## config.mk

```make
export PLATFORM = sky130hd
export DESIGN_NAME = operand_entry
export DESIGN_NICKNAME = d
export VERILOG_FILES = /design/src/rtl/calc_pkg.sv /design/src/rtl/operand_entry_btn_edge.sv /design/src/rtl/operand_entry.sv
export SDC_FILE = /design/constraint.sdc
export NUM_CORES = 1
export LEC_CHECK = 0
export BUFFER_PORTS_ARGS = -buffer_cell sky130_fd_sc_hd__buf_2
export CORE_MARGIN = 2
export CORE_UTILIZATION = 56
export CTS_CLUSTER_SIZE = 10
export DETAILED_ROUTE_END_ITERATION = 12
export PLACE_DENSITY_LB_ADDON = 0.2
export SYNTH_ARGS = -nofsm -noshare
export SYNTH_HDL_FRONTEND = slang
export SYNTH_SLANG_ARGS = --single-unit
```

## constraint.sdc

```tcl
create_clock -name clk -period 3.75 [get_ports clk]
set_input_delay 0.375 -clock clk [delete_from_list [all_inputs] [get_ports clk]]
set_output_delay 0.375 -clock clk [all_outputs]
set_load 0.05 [all_outputs]
```

## src/rtl/calc_pkg.sv

```systemverilog
// Shared calculator definitions: controller states, operand-select and display-mode codes,
// and the nibble step helper used while editing operands.
package calc_pkg;

   typedef enum logic [2:0] {
      IDLE     = 3'd0,
      EDIT_A   = 3'd1,
      EDIT_B   = 3'd2,
      WAIT_RES = 3'd3,
      SHOW_RES = 3'd4
   } state_t;

   localparam logic [1:0] OPERAND_A    = 2'b01;
   localparam logic [1:0] OPERAND_B    = 2'b10;
   localparam logic [1:0] OPERAND_NONE = 2'b00;

   localparam logic [1:0] DISP_BLANK   = 2'b00;
   localparam logic [1:0] DISP_OPERAND = 2'b01;
   localparam logic [1:0] DISP_RESULT  = 2'b10;

   typedef struct packed {
      logic center;
      logic up;
      logic down;
      logic left;
      logic right;
   } btn_t;

   // Step one nibble of a 16-bit operand by +/-1, wrapping within the nibble.
   function automatic logic [15:0] nibble_step(input logic [15:0] val,
                                               input logic [1:0]  idx,
                                               input logic        dec);
      logic [15:0] res;
      logic [3:0]  nib;
      res = val;
      nib = val[4*idx +: 4];
      res[4*idx +: 4] = dec ? nib - 4'd1 : nib + 4'd1;
      return res;
   endfunction

endpackage

```

## src/rtl/operand_entry_btn_edge.sv

```systemverilog
// Two-flop synchronizer followed by a rising-edge detector; turns a held
// button level into a single-cycle pulse, two cycles after the press.
module btn_edge (
   input  logic clk,
   input  logic reset,
   input  logic din,
   output logic pulse
);

   logic [2:0] sync;

   always_ff @(posedge clk or negedge reset) begin
      if (!reset) sync <= '0;
      else        sync <= {sync[1:0], din};
   end

   assign pulse = sync[1] & ~sync[2];

endmodule

```

## src/rtl/operand_entry.sv

```systemverilog
// Front-panel operand entry controller: edits two hex operands, starts the ALU
// and waits for its result. Define OPERAND_ENTRY_BTN_EDGE_EN to edge-detect held buttons.
module operand_entry #(
   parameter int         TIMEOUT_CYCLES = 1000,
   parameter logic [1:0] OPERAND_A      = 2'b01,
   parameter logic [1:0] OPERAND_B      = 2'b10
) (
   input  logic        clk,
   input  logic        reset,
   input  logic        btn_up,
   input  logic        btn_down,
   input  logic        btn_left,
   input  logic        btn_right,
   input  logic        btn_center,
   input  logic        result_valid,
   output logic [15:0] operandA,
   output logic [15:0] operandB,
   output logic [1:0]  chosen_operand,
   output logic [1:0]  display_mode,
   output logic [1:0]  cursor,
   output logic        start,
   output logic        err
);

   import calc_pkg::*;

   localparam int CW = (TIMEOUT_CYCLES > 1) ? $clog2(TIMEOUT_CYCLES) : 1;

   state_t      state;
   logic [CW-1:0] tmo_cnt;
   logic [4:0]  btn_raw;
   btn_t        btn;
   logic [15:0] cur_op;
   logic [15:0] edit_op;

   assign btn_raw = {btn_center, btn_up, btn_down, btn_left, btn_right};

`ifdef OPERAND_ENTRY_BTN_EDGE_EN
   logic [4:0] btn_pulse;
   for (genvar i = 0; i < 5; i++) begin : g_edge
      btn_edge u_edge (
         .clk   (clk),
         .reset (reset),
         .din   (btn_raw[i]),
         .pulse (btn_pulse[i])
      );
   end
   assign btn = btn_t'(btn_pulse);
`else
   assign btn = btn_t'(btn_raw);
`endif

   // Nibble edit applies to whichever operand is currently selected.
   always_comb begin
      cur_op  = (state == EDIT_B) ? operandB : operandA;
      edit_op = nibble_step(cur_op, cursor, btn.down & ~btn.up);
   end

   always_ff @(posedge clk or negedge reset) begin
      if (!reset) begin
         state          <= IDLE;
         operandA       <= '0;
         operandB       <= '0;
         cursor         <= '0;
         chosen_operand <= OPERAND_NONE;
         display_mode   <= DISP_BLANK;
         start          <= 1'b0;
         err            <= 1'b0;
         tmo_cnt        <= '0;
      end else begin
         start <= 1'b0;
         unique case (state)
            IDLE: begin
               if (btn.center) begin
                  state          <= EDIT_A;
                  display_mode   <= DISP_OPERAND;
                  chosen_operand <= OPERAND_A;
               end
            end
            EDIT_A, EDIT_B: begin
               if (btn.center) begin
                  if (state == EDIT_A) begin
                     state          <= EDIT_B;
                     cursor         <= '0;
                     chosen_operand <= OPERAND_B;
                  end else begin
                     state          <= WAIT_RES;
                     start          <= 1'b1;
                     tmo_cnt        <= '0;
                     display_mode   <= DISP_BLANK;
                     chosen_operand <= OPERAND_NONE;
                  end
               end else if (btn.up || btn.down) begin
                  if (state == EDIT_A) operandA <= edit_op;
                  else                 operandB <= edit_op;
               end else if (btn.left) begin
                  cursor <= cursor + 2'd1;
               end else if (btn.right) begin
                  cursor <= cursor - 2'd1;
               end
            end
            WAIT_RES: begin
               // A result arriving on the timeout cycle still counts as success.
               if (result_valid) begin
                  state        <= SHOW_RES;
                  display_mode <= DISP_RESULT;
                  err          <= 1'b0;
               end else if (tmo_cnt == CW'(TIMEOUT_CYCLES - 1)) begin
                  state        <= SHOW_RES;
                  display_mode <= DISP_RESULT;
                  err          <= 1'b1;
               end else begin
                  tmo_cnt <= tmo_cnt + 1'b1;
               end
            end
            SHOW_RES: begin
               if (btn.center) begin
                  state          <= EDIT_A;
                  err            <= 1'b0;
                  display_mode   <= DISP_OPERAND;
                  chosen_operand <= OPERAND_A;
               end
            end
            default: state <= IDLE;
         endcase
      end
   end

endmodule

```

# Yosys cells after proc, flatten, opt, wreduce, memory -nomap -nowiden
# Cells that the tools add are included.
# Widths: inputs -> output; s select.
[totals]
register_bits = 53
input_bits = 8
output_inout_bits = 40
word_cells = 88
[op_classes]
add_sub_neg = 6
eq_ne = 14
shifts = 3
n_mux = 35
bitwise_logic = 4
n_reduce_logical = 17
[ops]
columns = ["op", "count"]
rows = [
  ["$mux 10", 4],
  ["$neg 4->34", 1],
  ["$shift 4x34->16 const A", 1],
  ["$shiftx 4x34->16", 1],
  ["$mux 2", 12],
  ["$pmux 10 s2", 1],
  ["$bwmux 16", 1],
  ["$mux 16", 1],
  ["$shiftx 16x5->4", 1],
  ["$mux 3", 4],
  ["$ne 2x2->1 const B", 6],
  ["$reduce_and 4->1", 3],
  ["$add 10x1->10 const B", 1],
  ["$eq 10x10->1 const B", 1],
  ["$reduce_and 5->1", 2],
  ["$pmux 3 s3", 1],
  ["$reduce_and 3->1", 3],
  ["$mux 1", 7],
  ["$eq 3x2->1 const B", 2],
  ["$pmux 2 s3", 1],
  ["$reduce_bool 2->1", 3],
  ["$reduce_bool 3->1", 2],
  ["$add 4x1->4 const B", 1],
  ["$mux 4", 1],
  ["14 further kinds", 18],
]

# Logic depth before layout (Yosys ltp)
# Gate-level depths: netlist (run 1).
[depth]
word_depth = 7
depth_mapped = 12

# Least setup slack after synthesis (run 1)
# OpenSTA, ideal clock, no wires.
[synth_timing]
path_kind = "register to register"
from = "register state[2]"
to = "register operandA[11]"
arrival_ns = 2.891
t_required_ns = 3.655
slack_ns = 0.764
stages_incl_launch_ff = 12
n_path_buf = 2
period_less_slack_ns = 2.986
cell_sequence = "dfrtp_1 > or3b_1 > buf_2 > clkbuf_1 > nand2_1 > nand2_1 > mux4_2 > ha_1 > nand2_1 > o311ai_1 > xnor2_2 > o31ai_1"
[synth_between]
elab_chain_cells = 7
[synth_lines]
columns = ["item", "line_no", "text"]
rows = [
  ["start: declaration", "operand_entry.sv:29", "state_t state;"],
  ["start signal: assignment", "operand_entry.sv:61", "state <= IDLE;"],
  ["start signal: assignment", "operand_entry.sv:75", "state <= EDIT_A;"],
  ["start signal: assignment", "operand_entry.sv:83", "state <= EDIT_B;"],
  ["$eq 3x2->1", "operand_entry.sv:55, operand_entry.sv:72", ""],
  ["$mux 16", "operand_entry.sv:55", "cur_op = (state == EDIT_B) ? operandB : operandA;"],
  ["$shiftx 16x5->4", "calc_pkg.sv:36", "nib = val[4*idx +: 4];"],
  ["$add 4x1->4 or $sub 4x1->4 (tied branches)", "calc_pkg.sv:37", "res[4*idx +: 4] = dec ? nib - 4'd1 : nib + 4'd1;"],
  ["$mux 4", "calc_pkg.sv:37", ""],
  ["$shiftx 4x34->16", "calc_pkg.sv:37", ""],
  ["$bwmux 16", "calc_pkg.sv:37", ""],
  ["end signal: assignment", "operand_entry.sv:94", "if (state == EDIT_A) operandA <= edit_op;"],
  ["end: declaration", "operand_entry.sv:16", "output logic [15:0] operandA,"],
]
# Several ways; a longest one is shown, not always the timed one.
# A chain may end at the register's enable or synchronous reset.

# Worst setup path after layout (run 1)
[layout_timing]
from = "register state[2]"
to = "register operandA[7]"
# Same word-level chain as after synthesis.

==> out/results.txt, run 1 <==
Root Driver -> clkbuf_8
Clock Skews -> 0.00781 ns
Maximum fanout along the worst path -> 13
I/O Buffers -> 47
Via count -> 2484
Status -> complete, no violations
Final instance area -> 3380 um2
DRT Pass-1 Iters -> 4
Fmax -> 0.293 GHz
Worst Path Arrival -> 3.62 ns
Comb power frac -> 0.559
Global-route wire length before repair -> 11100 um
Seq/Total Area, Yosys -> 0.449
Hold WS -> 0.182 ns
Share of layout cells above drive strength 1 -> 0.210
Post-Syn Instances -> 318
Total core area -> 5110 um2
Max-Cap Viols -> 0
Pwr per Cell Area -> 943 nW/um2
GPL Wtd Cong -> 0.913
Total GRT Usage -> 0.236
Initial antenna violation count -> 0
Seq cells post-synth -> 53
RSZ-0062 raised after global routing -> no
Cells after DPL -> 424
Post-synth top area share -> 0.449
Nets -> 378
Kind of critical path -> register to register
Die Height -> 76.6 um
Pleak -> 0.00162 uW
Via/cell ratio -> 5.75
Buffer depth of the longest clock path -> 2
Most frequent cells in the layout -> nand2_1, dfrtp_1, buf_2
Switching Share -> 0.511
Die Area -> 5870 um2
Startpoint types -> register
H-tree levels -> 2
Sequential share of power -> 0.301
Slew Viols, Final -> 0
Max VDD drop -> 584 uV
Post-DP HPWL -> 4640 um
Area Overhead vs Synth -> 14.7%
Synth top area cells -> dfrtp_1, nand2_1, o21ai_0
Clock power frac -> 0.140
P_sw -> 1630 uW
Clock Latency Late Sink -> 0.31 ns
Filler cell count -> 426
Yosys warns -> 0
I/O pins -> 48
DRT antenna net count -> 0
GRT Residual Overflow -> 0
Mapped Avg Cell Area -> 9.28 um2
Post-synthesis cell type count -> 44
Post-CTS sizing -> 0
Critical path endpoint category -> register
Post-Synthesis Net Count -> 335
Total CTS buffers -> 5
Largest net degree at the start of global routing -> 54
Clk slew on worst S/H paths -> 0.09 ns
Die width -> 76.6 um
Initial Utilization -> 0.578
CP required -> 3.95 ns
CTS tree -> built
Commonest non-fill, non-tap cell in the layout -> nand2_1
Fin Setup TNS -> 0 ns
Initial DRC count -> 174
Minimum clock period -> 3.41 ns
Final period util -> 0.911
Relative max-transition margin -> 0.229
# hold bufs at CTS -> 0
HP Class -> primary input to async pin
Yosys top cell by area -> dfrtp_1
Row cnt -> 26
Sink Count -> 53
Post-DP Area -> 3250 um2
Setup-violating endpoint count in the final report -> 0
Final core occ -> 0.663
Vias in the first global route -> 2366
Routed WL -> 6550 um
Post-route insts no fill -> 432
Post-CTS Setup Inserts -> 0
Int Power -> 1560 uW
Slew @ Worst Pin -> 1.15 ns
Post-Syn Area -> 2950 um2
Hold Fails Final Rpt -> 0
ANT cells -> 0
# DRC -> 0
Routed wire per std cell -> 15.2 um
-- worst paths after layout --
kind / slack (ns) / startpoint / cells after the start / to
worst max-delay path: 0.34 / state[2]$_DFFE_PN0P_ / 9 / operandA[7]$_DFFE_PN0P_
worst min-delay path: 0.18 / reset / 2 / operandB[10]$_DFFE_PN0P_
worst max register to register: 0.34 / state[2]$_DFFE_PN0P_ / 9 / operandA[7]$_DFFE_PN0P_
worst min register to register: 0.48 / chosen_operand[0]$_DFFE_PN0P_ / 2 / chosen_operand[0]$_DFFE_PN0P_
max in group asynchronous: 3.14 / reset / 2 / chosen_operand[0]$_DFFE_PN0P_
min in group clk: 0.29 / result_valid / 2 / err$_DFFE_PN0P_
-- sequential cells by signal (all words and copies together), names as in the netlist --
name	count
cursor	2
display_mode	2
err	1
state	3
operandB	16
tmo_cnt	10
start	1
operandA	16
chosen_operand	2
-- Yosys cell counts --
library cell   n
nor3b_2        1
clkbuf_1      14
and4_1         1
or3b_1         1
nor2b_1        1
o2bb2ai_1      1
o22a_1         4
nand3_1        4
or4_1          1
fa_1           1
nor3_1         6
xnor2_2        1
nand4_1        3
nor4bb_1       1
nand2b_1       3
nor4b_1        1
mux2_2         8
nor2_1        23
dfrtp_1       53
ha_1           8
nand2_1       60
a21oi_1        8
inv_1         10
clkinv_1       2
o21ai_0       39
nand3b_1       2
a31oi_1        1
mux2i_1       13
a311oi_1       1
o32ai_1        2
o221ai_1       1
nor4_1         3
or2_2          2
o22ai_1        6
xnor2_1       10
xor2_1         1
o311ai_1       1
o211ai_1       1
or3_1          3
mux4_2         4
buf_2          1
buf_1          1
nor3b_1        1
o31ai_1        9
-- metrics by stage --
stage	setup WS (ns)	power (uW)
floorplan	0.764	2320
global placement	0.515	2710
detailed placement	0.396	2740
CTS	0.355	3200
global route	0.0980	3410
finish	0.336	3190
-- routing by layer --
| metal | GRT usage | vias to the layer above | part of all wire |
|---|---|---|---|
| met5 | 0 | - | 0 |
| met4 | 0.0745 | 0 | 0.0073 |
| met3 | 0.0533 | 4 | 0.066 |
| met2 | 0.391 | 85 | 0.51 |
| met1 | 0.311 | 1192 | 0.42 |
| li1 | - | 1203 | - |
-- power groups by stage --
stage | clock network, uW | registers, uW | logic [uW]
after floorplan | 0 | 1500 | 822
after global placement | 0 | 961 | 1750
after detailed placement | 0 | 968 | 1780
after CTS | 458 | 959 | 1780
after global routing | 486 | 994 | 1930
final | 446 | 960 | 1790
-- cell families after synthesis --
logic type	count (synthesis)	share of synthesized area
DFF	53	0.449
xor gates and xnor gates	12	0.0382
AOI/OAI and AO/OA	74	0.150
muxes	25	0.105
buffers and inverters	28	0.0360
and+or+nand+nor	117	0.181
adders and majority gates	9	0.0407
-- worst max-delay path, stage by stage, from the launching register on --
cell and delay [ns]:
dfrtp_1 0.53, or3b_1 0.69, mux2i_1 0.29, inv_1 0.06, mux4_2 0.45, ha_1 0.37, nand2_1 0.06, o311ai_1 0.35
xnor2_2 0.21, o31ai_1 0.30
-- layout make-up --
type | count | area, um2 | share of cell area
inverters | 12 | 45.0 | 0.0133
clock buffers | 5 | 68.8 | 0.0203
repair buffers | 52 | 273 | 0.0806
multi-input cells | 237 | 1520 | 0.449
clock inverters | 3 | 65.1 | 0.0192
flip-flops and latches | 53 | 1330 | 0.392
well taps | 70 | 87.6 | 0.0259
No activity file was read; power rests on OpenSTA's default activity.
==> run 2: changes to the inputs <==
--- a/config.mk
+++ b/config.mk
@@ -6,6 +6,7 @@
 export NUM_CORES = 1
 export LEC_CHECK = 0
 export BUFFER_PORTS_ARGS = -buffer_cell sky130_fd_sc_hd__buf_2
+export CORE_ASPECT_RATIO = 1.5
 export CORE_MARGIN = 2
 export CORE_UTILIZATION = 56
 export CTS_CLUSTER_SIZE = 10
==> out/results.txt, run 2 (synthesized netlist as in run 1, its figures left out) <==
Via count -> 2504
Total CTS buffers -> 5
Total GRT Usage -> 0.252
Final setup margin -> 0.404 ns
Max-Cap Viols -> 0
Die width -> 63.3 um
Initial Utilization -> 0.576
Clock Latency Late Sink -> 0.31 ns
Crit-path slowest cell -> or3b_1
Hold path depth -> 2
Kind of critical path -> register to register
Crit path buf inv count -> 1
R2r setup slk -> 0.40 ns
Critical path endpoint category -> register
Minimum clock period -> 3.35 ns
Relative max-transition margin -> 0.360
Max VDD drop -> 518 uV
ANT cells -> 0
RSZ-0062 raised after global routing -> no
Maximum fanout along the worst path -> 14
Buffer depth of the longest clock path -> 2
Fin Setup TNS -> 0 ns
Pleak -> 0.00160 uW
Nets -> 379
Hold_sp -> result_valid
Worst Path Arrival -> 3.55 ns
Commonest non-fill, non-tap cell in the layout -> nand2_1
GRT Residual Overflow -> 0
R2R Path End -> operandB[11]$_DFFE_PN0P_
CP max stage delay -> 0.55 ns
Initial antenna violation count -> 0
Via/cell ratio -> 5.81
Pwr per Cell Area -> 912 nW/um2
DRT Pass-1 Iters -> 4
Power Total -> 3050 uW
GPL Wtd Cong -> 0.839
Row cnt -> 32
Most frequent cells in the layout -> nand2_1, dfrtp_1, buf_2
Hold endpoint -> err$_DFFE_PN0P_
Status -> complete, no violations
Clock Skews -> 0.00825 ns
Worst r2r src -> state[0]$_DFFE_PN0P_
CTS tree -> built
Die Area -> 5880 um2
Routed WL -> 6720 um
Die Height -> 92.9 um
Vias in the first global route -> 2553
Area Overhead vs Synth -> 13.3%
Slew @ Worst Pin -> 0.951 ns
I/O Buffers -> 47
Worst slack, placed -> 0.463 ns
HP Class -> primary input to register
Sink Count -> 53
Slew Viols, Final -> 0
Post-CTS Setup Inserts -> 0
# DRC -> 0
Post-CTS sizing -> 0
Global-route wire length before repair -> 11700 um
CP required -> 3.96 ns
Post-route insts no fill -> 431
Initial DRC count -> 111
Share of layout cells above drive strength 1 -> 0.209
Setup-violating endpoint count in the final report -> 0
H-tree levels -> 2
Crit path launch -> state[0]$_DFFE_PN0P_
I/O pins -> 48
Family with the most delay on the worst path -> compound AO/OA/AOI/OAI gates
Routed wire per std cell -> 15.6 um
Fmax -> 0.299 GHz
Startpoint types -> register
# hold bufs at CTS -> 1
Post-DP HPWL -> 4970 um
DRT antenna net count -> 0
Most used cell, CP -> o21ai_0
R2R cell count -> 11
Cells after DPL -> 422
Hold Fails Final Rpt -> 0
Registers with the most flip-flops -> operandA (16), operandB (16), tmo_cnt (10)
Total core area -> 5120 um2
CP Cell Sequence -> or3b_1, buf_4, mux2i_1, nor2_1, o21ai_0, o21ai_0, ha_1, nand2_1, o311ai_1, xnor2_2, o31ai_1
Clk slew on worst S/H paths -> 0.09 ns
Root Driver -> clkbuf_8
Largest net degree at the start of global routing -> 53
Final period util -> 0.892
-- run 2: cell count changes in the layout (fill, tap and decap cells not counted), sizes merged --
| cell | previous run | this run |
|---|---|---|
| clkinv | 3 | 4 |
| clkinvlp | 0 | 1 |
| bufinv | 2 | 0 |
| dlygate4sd3 | 0 | 1 |
-- run 2: power by group --
part,total [uW],switching [uW],internal [uW]
Sequential,971,204,767
Combinational,1770,1240,526
Clock,310,181,129
Total,3050,1630,1420
-- run 2: stage by stage --
step           cell area (um2)  utilization  hold slack, ns
2_1_floorplan             2950            -          0.0794
5_1_grt                   3340        0.653           0.288
4_1_cts                   3340        0.653           0.289
3_5_place_dp              3250        0.634           0.159
3_3_place_gp              3250        0.634           0.159
6_report                  3340        0.653           0.294
-- run 2: layout make-up --
| class | instances | area, um2 |
|---|---|---|
| clock buffer | 5 | 68.8 |
| clock inverter | 3 | 17.5 |
| fill | 465 | 1780 |
| inverter | 12 | 45.0 |
| multi-input combinational | 237 | 1520 |
| sequential | 53 | 1330 |
| tap | 68 | 85.1 |
| timing repair buffer | 53 | 283 |
-- run 2: how the worst max path moves through the flow --
stage,depth (start not counted),endpoint
2_1_floorplan,11,operandA[11]$_DFFE_PN0P_
3_3_place_gp,10,operandA[7]$_DFFE_PN0P_
3_5_place_dp,11,operandB[11]$_DFFE_PN0P_
4_1_cts,11,operandB[11]$_DFFE_PN0P_
5_1_grt,11,operandA[11]$_DFFE_PN0P_
6_report,11,operandB[11]$_DFFE_PN0P_
-- run 2: routing by layer --
| layer | part of all wire | vias up | wire length, um | GRT usage |
|---|---|---|---|---|
| met1 | 0.38 | 1217 | 2580 | 0.283 |
| met2 | 0.55 | 61 | 3670 | 0.465 |
| met5 | 0 | - | 0 | 0 |
| met3 | 0.044 | 14 | 293 | 0.0413 |
| met4 | 0.025 | 0 | 170 | 0.105 |
| li1 | - | 1212 | - | - |
==> run 3: changes to the inputs <==
--- a/config.mk
+++ b/config.mk
@@ -8,7 +8,7 @@
 export BUFFER_PORTS_ARGS = -buffer_cell sky130_fd_sc_hd__buf_2
 export CORE_ASPECT_RATIO = 1.5
 export CORE_MARGIN = 2
-export CORE_UTILIZATION = 56
+export CORE_UTILIZATION = 61
 export CTS_CLUSTER_SIZE = 10
 export DETAILED_ROUTE_END_ITERATION = 12
 export PLACE_DENSITY_LB_ADDON = 0.2
==> constraint.sdc (replaced) <==
create_clock -name clk -period 4.15 [get_ports clk]
set_input_delay 0.415 -clock clk [delete_from_list [all_inputs] [get_ports clk]]
set_output_delay 0.415 -clock clk [all_outputs]
set_load 0.05 [all_outputs]
==> out/results.txt, run 3 (synthesized netlist as in run 1, its figures left out) <==
Status -> complete, no violations
GRT busiest layer -> met2
Nets -> 375
Area Overhead vs Synth -> 12.7%
# DRC -> 0
Slew Viols, Final -> 0
RSZ-0062 raised after global routing -> no
Fin Setup TNS -> 0 ns
Post-DP Area -> 3220 um2
Met2 Resource Use GR -> 0.465
Critical path endpoint category -> register
Fmax -> 0.282 GHz
Clk slew on worst S/H paths -> 0.09 ns
Relative max-transition margin -> 0.355
Final setup margin -> 0.608 ns
Hold Fails Final Rpt -> 0
HP Class -> primary input to async pin
FF+latch area -> 1330 um2
R2r setup slk -> 0.61 ns
Vias in the first global route -> 2344
Crit path launch -> state[1]$_DFFE_PN0P_
Global-route wire length before repair -> 10800 um
I/O pins -> 48
Routed wire per std cell -> 15.3 um
Met3 Use GR -> 0.0478
ANT cells -> 0
DRT Pass-1 Iters -> 4
Total core area -> 4730 um2
Largest net degree at the start of global routing -> 54
GPL Wtd Cong -> 0.837
Final period util -> 0.853
Worst r2r src -> state[1]$_DFFE_PN0P_
Total GRT Usage -> 0.264
Buffer depth of the longest clock path -> 2
Die width -> 60.8 um
CP Cell Sequence -> or3b_1, mux2i_1, inv_1, mux4_2, ha_1, nand2_1, o311ai_1, xnor2_2, o31ai_1
Share of layout cells above drive strength 1 -> 0.201
Via count -> 2470
DRT antenna net count -> 0
Via/cell ratio -> 5.83
Max-Cap Viols -> 0
Total CTS buffers -> 5
Multi-input logic area -> 1520 um2
Post-CTS sizing -> 0
H-tree levels -> 2
I/O Buffers -> 47
Minimum clock period -> 3.54 ns
Initial antenna violation count -> 0
Clock Latency Late Sink -> 0.30 ns
Maximum fanout along the worst path -> 18
Met1 usage -> 0.312
Final core occ -> 0.703
Filler cell count -> 389
Hold WS -> 0.205 ns
Worst Path Arrival -> 3.75 ns
Startpoint types -> register
Kind of critical path -> register to register
Commonest non-fill, non-tap cell in the layout -> nand2_1
Initial Utilization -> 0.624
Post-CTS Setup Inserts -> 0
CP required -> 4.36 ns
Worst slack, placed -> 0.637 ns
R2R cell count -> 9
CP max stage delay -> 0.73 ns
Post-DP HPWL -> 4680 um
# hold bufs at CTS -> 0
GRT Residual Overflow -> 0
Max VDD drop -> 444 uV
Die Height -> 89.2 um
Routed WL -> 6500 um
Sink Count -> 53
Row cnt -> 31
Crit-path slowest cell -> or3b_1
Most frequent cells in the layout -> nand2_1, dfrtp_1, buf_2
Initial DRC count -> 151
Final instance area -> 3330 um2
Root Driver -> clkbuf_8
Slew @ Worst Pin -> 0.959 ns
Registers with the most flip-flops -> operandA (16), operandB (16), tmo_cnt (10)
Clock Skews -> 0.00753 ns
Pwr per Cell Area -> 839 nW/um2
Setup-violating endpoint count in the final report -> 0
Die Area -> 5420 um2
CTS tree -> built
Pleak -> 0.00159 uW
run 3: cell type report:
| type | count | area share |
|---|---|---|
| flip-flops and latches | 53 | 0.399 |
| well taps | 66 | 0.0248 |
| clock inverters | 2 | 0.0105 |
| multi-input cells | 237 | 0.457 |
| clock buffers | 5 | 0.0207 |
| repair buffers | 49 | 0.0752 |
| inverters | 12 | 0.0135 |
run 3: worst max-delay path: cells and delay by family, from the launching register on:
family | cells | cell delay (ns)
muxes | 2 | 0.77
AOI/OAI and AO/OA | 2 | 0.64
adders and majority gates | 1 | 0.37
xor gates and xnor gates | 1 | 0.20
DFF | 1 | 0.61
and+or+nand+nor | 2 | 0.80
buffers and inverters | 1 | 0.06
run 3: worst paths after layout:
kind / end
worst max-delay path: operandA[7]$_DFFE_PN0P_
worst min-delay path: operandB[11]$_DFFE_PN0P_
worst max register to register: operandA[7]$_DFFE_PN0P_
worst min register to register: chosen_operand[0]$_DFFE_PN0P_
max in group asynchronous: operandA[0]$_DFFE_PN0P_
min in group clk: err$_DFFE_PN0P_
run 3: through the flow:
step | total power (uW) | cells
final | 2790 | 424
after global routing | 2980 | 424
after CTS | 2790 | 424
after detailed placement | 2450 | 417
after global placement | 2420 | 417
after floorplan | 2100 | 318
run 3: routing by layer:
metal	up-vias	routed length, um
met4	0	164
met1	1189	2600
met3	15	236
li1	1197	-
met2	69	3500
met5	-	0
run 3: where the power goes:
| group | internal (uW) | leakage (uW) | switching [uW] | total [uW] |
|---|---|---|---|---|
| Sequential | 692 | 0.000708 | 201 | 893 |
| Clock | 175 | 0.0000540 | 163 | 338 |
| Combinational | 461 | 0.000832 | 1100 | 1560 |
